## config.mk

```make
export PLATFORM = sky130hd
export DESIGN_NAME = mem_port_arbiter
export DESIGN_NICKNAME = d
export VERILOG_FILES = /design/src/rtl/mem_port_arbiter.sv
export SDC_FILE = /design/constraint.sdc
export NUM_CORES = 1
export LEC_CHECK = 0
export CAP_MARGIN = 25
export CORE_AREA = 4 4 116 118
export CTS_CLUSTER_SIZE = 40
export DETAILED_ROUTE_END_ITERATION = 10
export DIE_AREA = 0 0 120 122
export RECOVER_POWER = 25
export SYNTH_ARGS = -nofsm -noshare
export SYNTH_HDL_FRONTEND = slang
export SYNTH_SLANG_ARGS = --single-unit
```

## constraint.sdc

```tcl
create_clock -name i_clk -period 3.1 [get_ports i_clk]
set_input_delay 0.775 -clock i_clk [delete_from_list [all_inputs] [get_ports i_clk]]
set_output_delay 0.775 -clock i_clk [all_outputs]
set_load 0.01 [all_outputs]
```

## src/rtl/mem_port_arbiter.sv

```systemverilog
// Two-requester arbiter for the shared data port (port B) of the on-chip RAM.
// M0 is the core load/store unit, M1 the debug/program loader. One transaction
// is in flight at a time. A timeout counter guarantees every accepted request
// is acknowledged, either with memory data or with an error flag.
module mem_port_arbiter #(
  parameter int unsigned ADDR_WIDTH  = 32,
  parameter bit          ROUND_ROBIN = 1'b1,
  parameter int unsigned TIMEOUT     = 15,  // legal range 2..255
  parameter logic [31:0] ERR_DATA    = 32'hDEAD_BEEF
) (
  input  logic                  i_clk,
  input  logic                  i_rst,

  input  logic [ADDR_WIDTH-1:0] i_m0_addr,
  input  logic [31:0]           i_m0_wr_data,
  input  logic [1:0]            i_m0_size,
  input  logic                  i_m0_we,
  input  logic                  i_m0_req,
  output logic [31:0]           o_m0_rd_data,
  output logic                  o_m0_ack,
  output logic                  o_m0_err,

  input  logic [ADDR_WIDTH-1:0] i_m1_addr,
  input  logic [31:0]           i_m1_wr_data,
  input  logic [1:0]            i_m1_size,
  input  logic                  i_m1_we,
  input  logic                  i_m1_req,
  output logic [31:0]           o_m1_rd_data,
  output logic                  o_m1_ack,
  output logic                  o_m1_err,

  output logic [ADDR_WIDTH-1:0] o_mem_addr,
  output logic [31:0]           o_mem_wr_data,
  output logic [1:0]            o_mem_size,
  output logic                  o_mem_we,
  output logic                  o_mem_req,
  input  logic [31:0]           i_mem_rd_data,
  input  logic                  i_mem_ack
);

  localparam logic [7:0] TLast = 8'(TIMEOUT - 1);

  typedef enum logic [1:0] {
    StIdle  = 2'd0,
    StWait0 = 2'd1,
    StWait1 = 2'd2
  } state_e;

  state_e      state_q;
  logic        lg_q;     // last granted requester: 0 = M0, 1 = M1
  logic [7:0]  tcnt_q;

  logic        any_req;
  logic        win;      // requester selected in IDLE: 0 = M0, 1 = M1
  logic        timeout;
  logic        done;
  logic        grant;
  logic [31:0] rsp_data;

  // Winner selection: a lone request wins, a tie goes by priority policy.
  always_comb begin
    any_req = i_m0_req | i_m1_req;
    if (i_m0_req && i_m1_req) begin
      win = ROUND_ROBIN ? ~lg_q : 1'b0;
    end else begin
      win = i_m1_req;
    end
  end

  // An ack landing in the timeout cycle still completes normally.
  assign timeout = (tcnt_q == TLast);
  assign done    = i_mem_ack | timeout;

  // State, last-grant pointer and timeout counter.
  always_ff @(posedge i_clk) begin
    if (i_rst) begin
      state_q <= StIdle;
      lg_q    <= 1'b1;
      tcnt_q  <= '0;
    end else begin
      case (state_q)
        StIdle: begin
          if (any_req) begin
            state_q <= win ? StWait1 : StWait0;
            lg_q    <= win;
            tcnt_q  <= '0;
          end
        end
        StWait0, StWait1: begin
          if (done) begin
            state_q <= StIdle;
          end else begin
            tcnt_q <= tcnt_q + 8'd1;
          end
        end
        default: state_q <= StIdle;
      endcase
    end
  end

  // Memory-side forwarding and requester responses; strobes are held low during reset.
  always_comb begin
    grant         = ~i_rst & (state_q == StIdle) & any_req;
    o_mem_req     = grant;
    o_mem_addr    = win ? i_m1_addr : i_m0_addr;
    o_mem_wr_data = win ? i_m1_wr_data : i_m0_wr_data;
    o_mem_size    = win ? i_m1_size : i_m0_size;
    o_mem_we      = grant & (win ? i_m1_we : i_m0_we);

    rsp_data      = i_mem_ack ? i_mem_rd_data : ERR_DATA;
    o_m0_rd_data  = rsp_data;
    o_m1_rd_data  = rsp_data;
    o_m0_ack      = ~i_rst & (state_q == StWait0) & done;
    o_m1_ack      = ~i_rst & (state_q == StWait1) & done;
    o_m0_err      = o_m0_ack & ~i_mem_ack;
    o_m1_err      = o_m1_ack & ~i_mem_ack;
  end

endmodule

```

-- Word level (Yosys, flattened, before mapping)
Index checks and enable logic that the tools add are counted.
- bits in registers: 11
- input bits: 171
- output and inout bits: 136
- word-level logic and storage cells: 44
- add/sub/neg operators: 1
- equal/unequal tests: 6
- muxes and demuxes: 13
- bitwise operators: 14
- reductions and logical operators: 7
- operator list (cell ; number):
    $mux 32 ; 3
    $mux 8 ; 2
    $pmux 8 s2 ; 1
    $and 1x1->1 ; 9
    $add 8x1->8 const B ; 1
    $eq 8x4->1 const B ; 1
    $mux 2 ; 4
    $ne 2x2->1 const B ; 3
    $pmux 2 s2 ; 1
    $reduce_and 2->1 ; 2
    $not 1->1 ; 3
    $reduce_and 3->1 ; 1
    $eq 2x1->1 const B ; 1
    $eq 2x2->1 const B ; 1
    $logic_not 2->1 ; 1
    $mux 1 ; 2
    $or 1x1->1 ; 2
    $reduce_bool 2->1 ; 1
    $reduce_or 2->1 ; 1
    $logic_and 1x1->1 ; 1

-- Longest topological paths before layout
Gate-level depths: netlist (run 1).
- word-level depth: 5
- gate-level depth with buffers: 7
- depth with buffers taken out: 6

-- Least setup slack after synthesis (run 1)
OpenSTA, ideal clock, no wires.
- kind: input -> output
- from: in i_m1_req
- to: out o_mem_wr_data[14]
- arrival: 1664 ps
- required time: 2325 ps
- setup slack: 661 ps
- stages on the path: 4
- path buffers: 2
- path through: a21boi_2 buf_4 buf_6 mux2_2
- cells in the longest elaborated chain, start to end: 3
- ends and longest elaborated chain (what ; line ; RTL):
    start, declared ; 27 ; input logic i_m1_req,
    $logic_and 1x1->1 ; 63 ; if (i_m0_req && i_m1_req) begin
    $mux 1 * ; 63 ;
    $mux 32 * ; 106 ; o_mem_wr_data = win ? i_m1_wr_data : i_m0_wr_data;
    end, declared ; 33 ; output logic [31:0] o_mem_wr_data,
Mark *: on every way between the ends. The rest lies on a longest branch, timed or not.

-- Worst setup path in the final report (run 1)
- from: in i_m0_req
- to: out o_mem_addr[11]
- cells in the longest elaborated chain, start to end: 3
- ends and longest elaborated chain (what ; line ; RTL):
    start, declared ; 18 ; input logic i_m0_req,
    $logic_and 1x1->1 ; 63 ;
    $mux 1 ; 63 ;
    $mux 32 ; 105 ; o_mem_addr = win ? i_m1_addr : i_m0_addr;
    end, declared ; 32 ; output logic [ADDR_WIDTH-1:0] o_mem_addr,
Every way passes these cells.

==> results.toml, run 1 <==
[status]
status = "finished clean"

[critical_path]
crit_path_frequent_cell = "dlygate4sd2_1"
cp_slowest_stage_delay_ns = 0.33
cp-startpoint = "i_m0_req"
arrival_ns = 2.26
cp.buffers_inverters = 4
end_kind = "output pin"
worst-path-max-fanout = 12
worstPathRequired_ns = 2.32
crit_type = "in2out"
startpoint_type = "primary input"
cp_top_family = "buffers and inverters"
crit_chain = "dlygate4sd2_1, a21boi_4, buf_12, bufbuf_16, mux2_2, dlygate4sd2_1"
r2r_start = "tcnt_q[0]$_SDFFE_PP0P_"
slowest_stage = "mux2_2"

[finish]
finish.net_count = 685
stdcell_count = 680
layout_common_cells = "clkdlybuf4s50_1, mux2_2, dlygate4sd2_1, nand2b_1, dlygate4sd3_1"
drive_above_1_share_pct = 21.3
layout.cells.most_common = "clkdlybuf4s50_1"
antennaDiodeCount = 0
syn_to_final_growth_pct = 168
post-route-util_pct = 41.2
fillerInstances = 1275
final_area_mm2 = 0.00513

[timing]
maxSlewViolCount = 0
relSlewSlack_pct = 47.9
tightestPinTransition_ns = 0.781
period_share_pct = 98.0
min_period_ns = 3.04
setup_tns_ns = 0
finalWorstSetupSlack_ns = 0.0633
setup_violations = 0
hold-worst-slack_ns = 0.487
hold_viol_final = 0
skew_ns = 0.00139
rsz0062_at_grt = "false"
fmax_ghz = 0.329

[place]
io_buffers = 306
dpl-instance-area_mm2 = 0.00498
dp_hpwl_um = 10000
placed_cells = 668
gp_congestion = 0.785
dp_slack_ns = -0.351

[floorplan]
design.core.area_mm2 = 0.0125
rows = 41
fp.dieH_um = 122
ios = 307
initial_utilization_pct = 15.4
dieWidth_um = 120
die_area_mm2 = 0.0146

[yosys]
synthSimpleGateAreaFrac_pct = 20.1
syn_area_per_cell_um2 = 8.53
synthesis.area_mm2 = 0.00192
synth_compound_area_share_pct = 9.26
synthArstFlopShare_pct = 0
synth_top_family_by_area = "multiplexers"
ys_types = 30
yosys_warnings = 0
synth_xor_area_share_pct = 0
synth_mux_area_share_pct = 39.2
syn_inst = 225
synth_nets = 401
ys_seq_area_share_pct = 11.5
synth_flop_cell = "dfxtp_1"
synth-adder-area-share_pct = 3.26
ys_ff_latch = 11
synth_edf_count = 0

[routing]
firstDrtPassIters = 4
totalWireLength_um = 11600
antenna_left = 0
num_vias = 2706
drt_drc_violations_left = 0
drtIter0Drc = 52
routed_via_density = 3.98
wl_per_cell_um = 17.0

[min_path]
hp-start = "tcnt_q[7]$_SDFFE_PP0P_"
hold_path.class = "reg2reg"

[pwr]
p_per_area_mw_per_mm2 = 228
p_seq_share_pct = 13.2
p_leak_nw = 2.08
design_power_total_mw = 1.17
p_int_uw = 820
ir_drop_mv = 0.173
switchingPower_uw = 352
pwr-share-clk_pct = 20.3
comb_power_share_pct = 66.5
switching_share_pct = 30.0

[global_routing]
grt_pass1_vias = 2887
grt-ovfl-total = 0
grt_max_degree = 34
grt_pass1_wl_um = 16400
antenna_found_initial = 0
grt_usage_pct = 14.6

[cts]
cts_tree = "built"
numCtsBuffers = 3
cts.htree.levels = 1
insertion_delay_ns = 0.24
root_buffer = "clkbuf_16"
clk_path_buf_depth = 2
cts.clk_slew.worst_paths_ns = 0.04
cts_num_sinks = 11

[flow_run]
cap_violations = 0
==> worst reg2reg max path, delay by kind of cell (launching register included) <==
kind,cells,cell delay [ns]
buf+inv,1,0.09
simple gates,1,0.18
compound gates,3,1.02
fa+ha+maj,1,0.19
flops,1,0.36
==> final timing paths <==
check / end / slack [ns] / cells after the start
setup / recovery: o_mem_addr[11] / 0.06 / 6
hold reg to reg: tcnt_q[7]$_SDFFE_PP0P_ / 0.49 / 1
setup reg to reg: tcnt_q[5]$_SDFFE_PP0P_ / 1.18 / 6
hold / removal: tcnt_q[7]$_SDFFE_PP0P_ / 0.49 / 1
==> power by group through the flow <==
stage	clock (mW)	combinational [mW]	sequential, mW
after floorplan	0	0.306	0.155
after global placement	0	0.795	0.157
after detailed placement	0	0.798	0.157
after CTS	0.242	0.806	0.155
after global routing	0.252	0.829	0.156
final	0.238	0.779	0.155
==> registers in the layout, summed over array words and instances, names as in the netlist <==
| name | cells |
|---|---|
| lg_q | 1 |
| state_q | 2 |
| tcnt_q | 8 |
==> Yosys cell counts (2+ instances only) <==
cell | n | area, um2
a21oi_1 | 6 | 30.0
a31oi_1 | 13 | 81.3
and2_1 | 10 | 62.6
and3_1 | 5 | 31.3
buf_2 | 6 | 30.0
buf_4 | 33 | 248
clkbuf_1 | 4 | 15.0
dfxtp_1 | 11 | 220
ha_1 | 5 | 62.6
inv_1 | 4 | 15.0
mux2_2 | 66 | 743
nand2_1 | 5 | 18.8
nand2b_1 | 28 | 175
nand3_1 | 3 | 15.0
nor2_1 | 6 | 22.5
nor3_1 | 2 | 10.0
o21ai_0 | 5 | 25.0
==> layer usage <==
| metal | track usage (%) | share of wire, % | vias up |
|---|---|---|---|
| met5 | 0 | 0 | - |
| met4 | 3.22 | 1.7 | 0 |
| met3 | 5.90 | 9.3 | 10 |
| met2 | 28.6 | 56 | 135 |
| met1 | 14.3 | 33 | 1230 |
| li1 | - | - | 1331 |
==> cell families (layout without fill, tap and decap cells) <==
logic type | after synthesis | count (layout)
flops | 11 | 11
compound gates | 29 | 29
mux | 67 | 67
simple gates | 65 | 65
fa+ha+maj | 5 | 5
buf+inv | 48 | 331
==> layout make-up <==
| cell class | instances | area, um2 | share of cell area (%) |
|---|---|---|---|
| timing repair buffer | 323 | 3220 | 62.7 |
| tap | 172 | 215 | 4.19 |
| sequential | 11 | 220 | 4.29 |
| inverter | 4 | 15.0 | 0.292 |
| multi-input combinational | 166 | 1390 | 27.0 |
| clock buffer | 4 | 78.8 | 1.54 |
==> timing repair <==
item                       in CTS  in global routing
hold endpoints to repair        0                  0
resized for setup              98                 23
gates cloned                    4                  0
buffers inserted                4                  0
hold buffers                    0                  0
setup endpoints to repair      82                 34
pin swaps                       1                  1
(Power assumes the default switching activity.)
==> inputs of run 2 (changes only) <==
SKIP_CTS_REPAIR_TIMING = 1   (was default)
==> results.toml, run 2 (synthesized netlist as in run 1, its figures left out) <==
[global_routing]
grt-ovfl-total = 0
grt_pass1_wl_um = 15800
grt_usage_pct = 13.9
grt_max_degree = 50
antenna_found_initial = 0
grt_pass1_vias = 2815

[finish]
final_area_mm2 = 0.00535
post-route-util_pct = 42.9
reg_top3 = "tcnt_q x8, state_q x2, lg_q x1"
top_register = "tcnt_q"
layout_common_cells = "clkdlybuf4s50_1, mux2_2, dlymetal6s2s_1, nand2b_1, a31oi_1"
finish.net_count = 688
drive_above_1_share_pct = 18.2
syn_to_final_growth_pct = 179
layout.cells.most_common = "clkdlybuf4s50_1"
fillerInstances = 1230
antennaDiodeCount = 0
largest_reg_flops = 8

[floorplan]
fp.dieH_um = 122
ios = 307
design.core.area_mm2 = 0.0125
initial_utilization_pct = 15.4
rows = 41
dieWidth_um = 120
die_area_mm2 = 0.0146

[critical_path]
crit_type = "in2out"
worst-r2r-setup-slack_ns = 1.18
worstPathRequired_ns = 2.32
timing.rr.end = "tcnt_q[5]$_SDFFE_PP0P_"
startpoint_type = "primary input"
reg2reg_depth = 6
worst-path-max-fanout = 6
r2r_start = "tcnt_q[0]$_SDFFE_PP0P_"
arrival_ns = 2.27
end_kind = "output pin"

[flow_run]
cap_violations = 0

[routing]
wl_per_cell_um = 17.2
drtIter0Drc = 68
routed_via_density = 3.97
antenna_left = 0
num_vias = 2709
totalWireLength_um = 11800
firstDrtPassIters = 4
drt_drc_violations_left = 0

[cts]
root_buffer = "clkbuf_16"
cts_tree = "built"
clk_path_buf_depth = 2
cts.clk_slew.worst_paths_ns = 0.04
insertion_delay_ns = 0.24
cts_num_sinks = 11
numCtsBuffers = 3
cts.htree.levels = 1

[pwr]
p_per_area_mw_per_mm2 = 224
p_leak_nw = 2.53
ir_drop_mv = 0.173
design_power_total_mw = 1.20

[timing]
skew_ns = 0.00122
rsz0062_at_grt = "false"
tightestPinTransition_ns = 0.785
maxSlewViolCount = 0
fmax_ghz = 0.328
relSlewSlack_pct = 47.7
hold_viol_final = 0
hold-worst-slack_ns = 0.485
min_period_ns = 3.05
period_share_pct = 98.4
setup_violations = 0

[place]
io_buffers = 306
dpl-instance-area_mm2 = 0.00498
dp_hpwl_um = 10000
gp_congestion = 0.785

[min_path]
hp-start = "tcnt_q[7]$_SDFFE_PP0P_"
min_to = "tcnt_q[7]$_SDFFE_PP0P_"
hold_path.class = "reg2reg"
worstHoldPathCells = 1

[status]
status = "finished clean"
==> run 2: cell types whose count changed in the layout (fill, tap and decap cells not counted), moves of 2 or more <==
cell             delta
buf_16              -2
dlymetal6s2s_1     +57
dlygate4sd2_1      -51
clkdlybuf4s50_1    +33
buf_12              -2
clkbuf_16           +2
clkbuf_2           -16
buf_4               +2
dlygate4sd3_1      -21
clkbuf_4            +2
bufbuf_16           -3
==> run 2: cell type report <==
cell class              count  area [um2]  area share (%)
repair buffers            326        3430            64.1
multi-input cells         166        1390            26.0
flip-flops and latches     11         220            4.12
well taps                 172         215            4.03
clock buffers               4        78.8            1.47
inverters                   4        15.0           0.281
==> run 2: worst max path at each step <==
stage / startpoint / endpoint / slack [ns] / cells after the start
6_report: i_m1_req / o_mem_addr[26] / 0.05 / 6
5_1_grt: i_m1_req / o_mem_addr[28] / 0.009 / 6
4_1_cts: i_m1_req / o_mem_wr_data[3] / -0.36 / 5
3_5_place_dp: i_m1_req / o_mem_addr[30] / -0.35 / 5
3_3_place_gp: i_m1_req / o_mem_wr_data[3] / -0.32 / 5
2_1_floorplan: i_m1_req / o_mem_wr_data[14] / 0.66 / 4
==> run 2: metal layers <==
layer | vias to the layer above | part of all wire (%) | global-route usage, %
met4 | 0 | 1.6 | 3.22
met3 | 10 | 9.4 | 5.94
met5 | - | 0 | 0
li1 | 1338 | - | -
met2 | 135 | 56 | 27.3
met1 | 1226 | 33 | 13.4
==> run 2: through the flow <==
stage,TNS [ns],setup WS (ns),instances
after global placement,-20.13,-0.322,668
after floorplan,0,0.661,225
after global routing,0,0.00883,683
final,0,0.0507,683
after CTS,-22.37,-0.356,672
after detailed placement,-22.18,-0.351,668
==> run 2: power by group <==
group | internal [mW] | total [mW] | switching, mW
Sequential | 0.149 | 0.155 | 0.00616
Combinational | 0.525 | 0.807 | 0.282
Clock | 0.173 | 0.238 | 0.0650
Total | 0.846 | 1.20 | 0.353
==> run 2: critical path: stages <==
cell             delay [ns]
dlymetal6s2s_1         0.13
a21boi_4               0.26
buf_12                 0.14
buf_6                  0.13
mux2_2                 0.33
clkdlybuf4s50_1        0.52
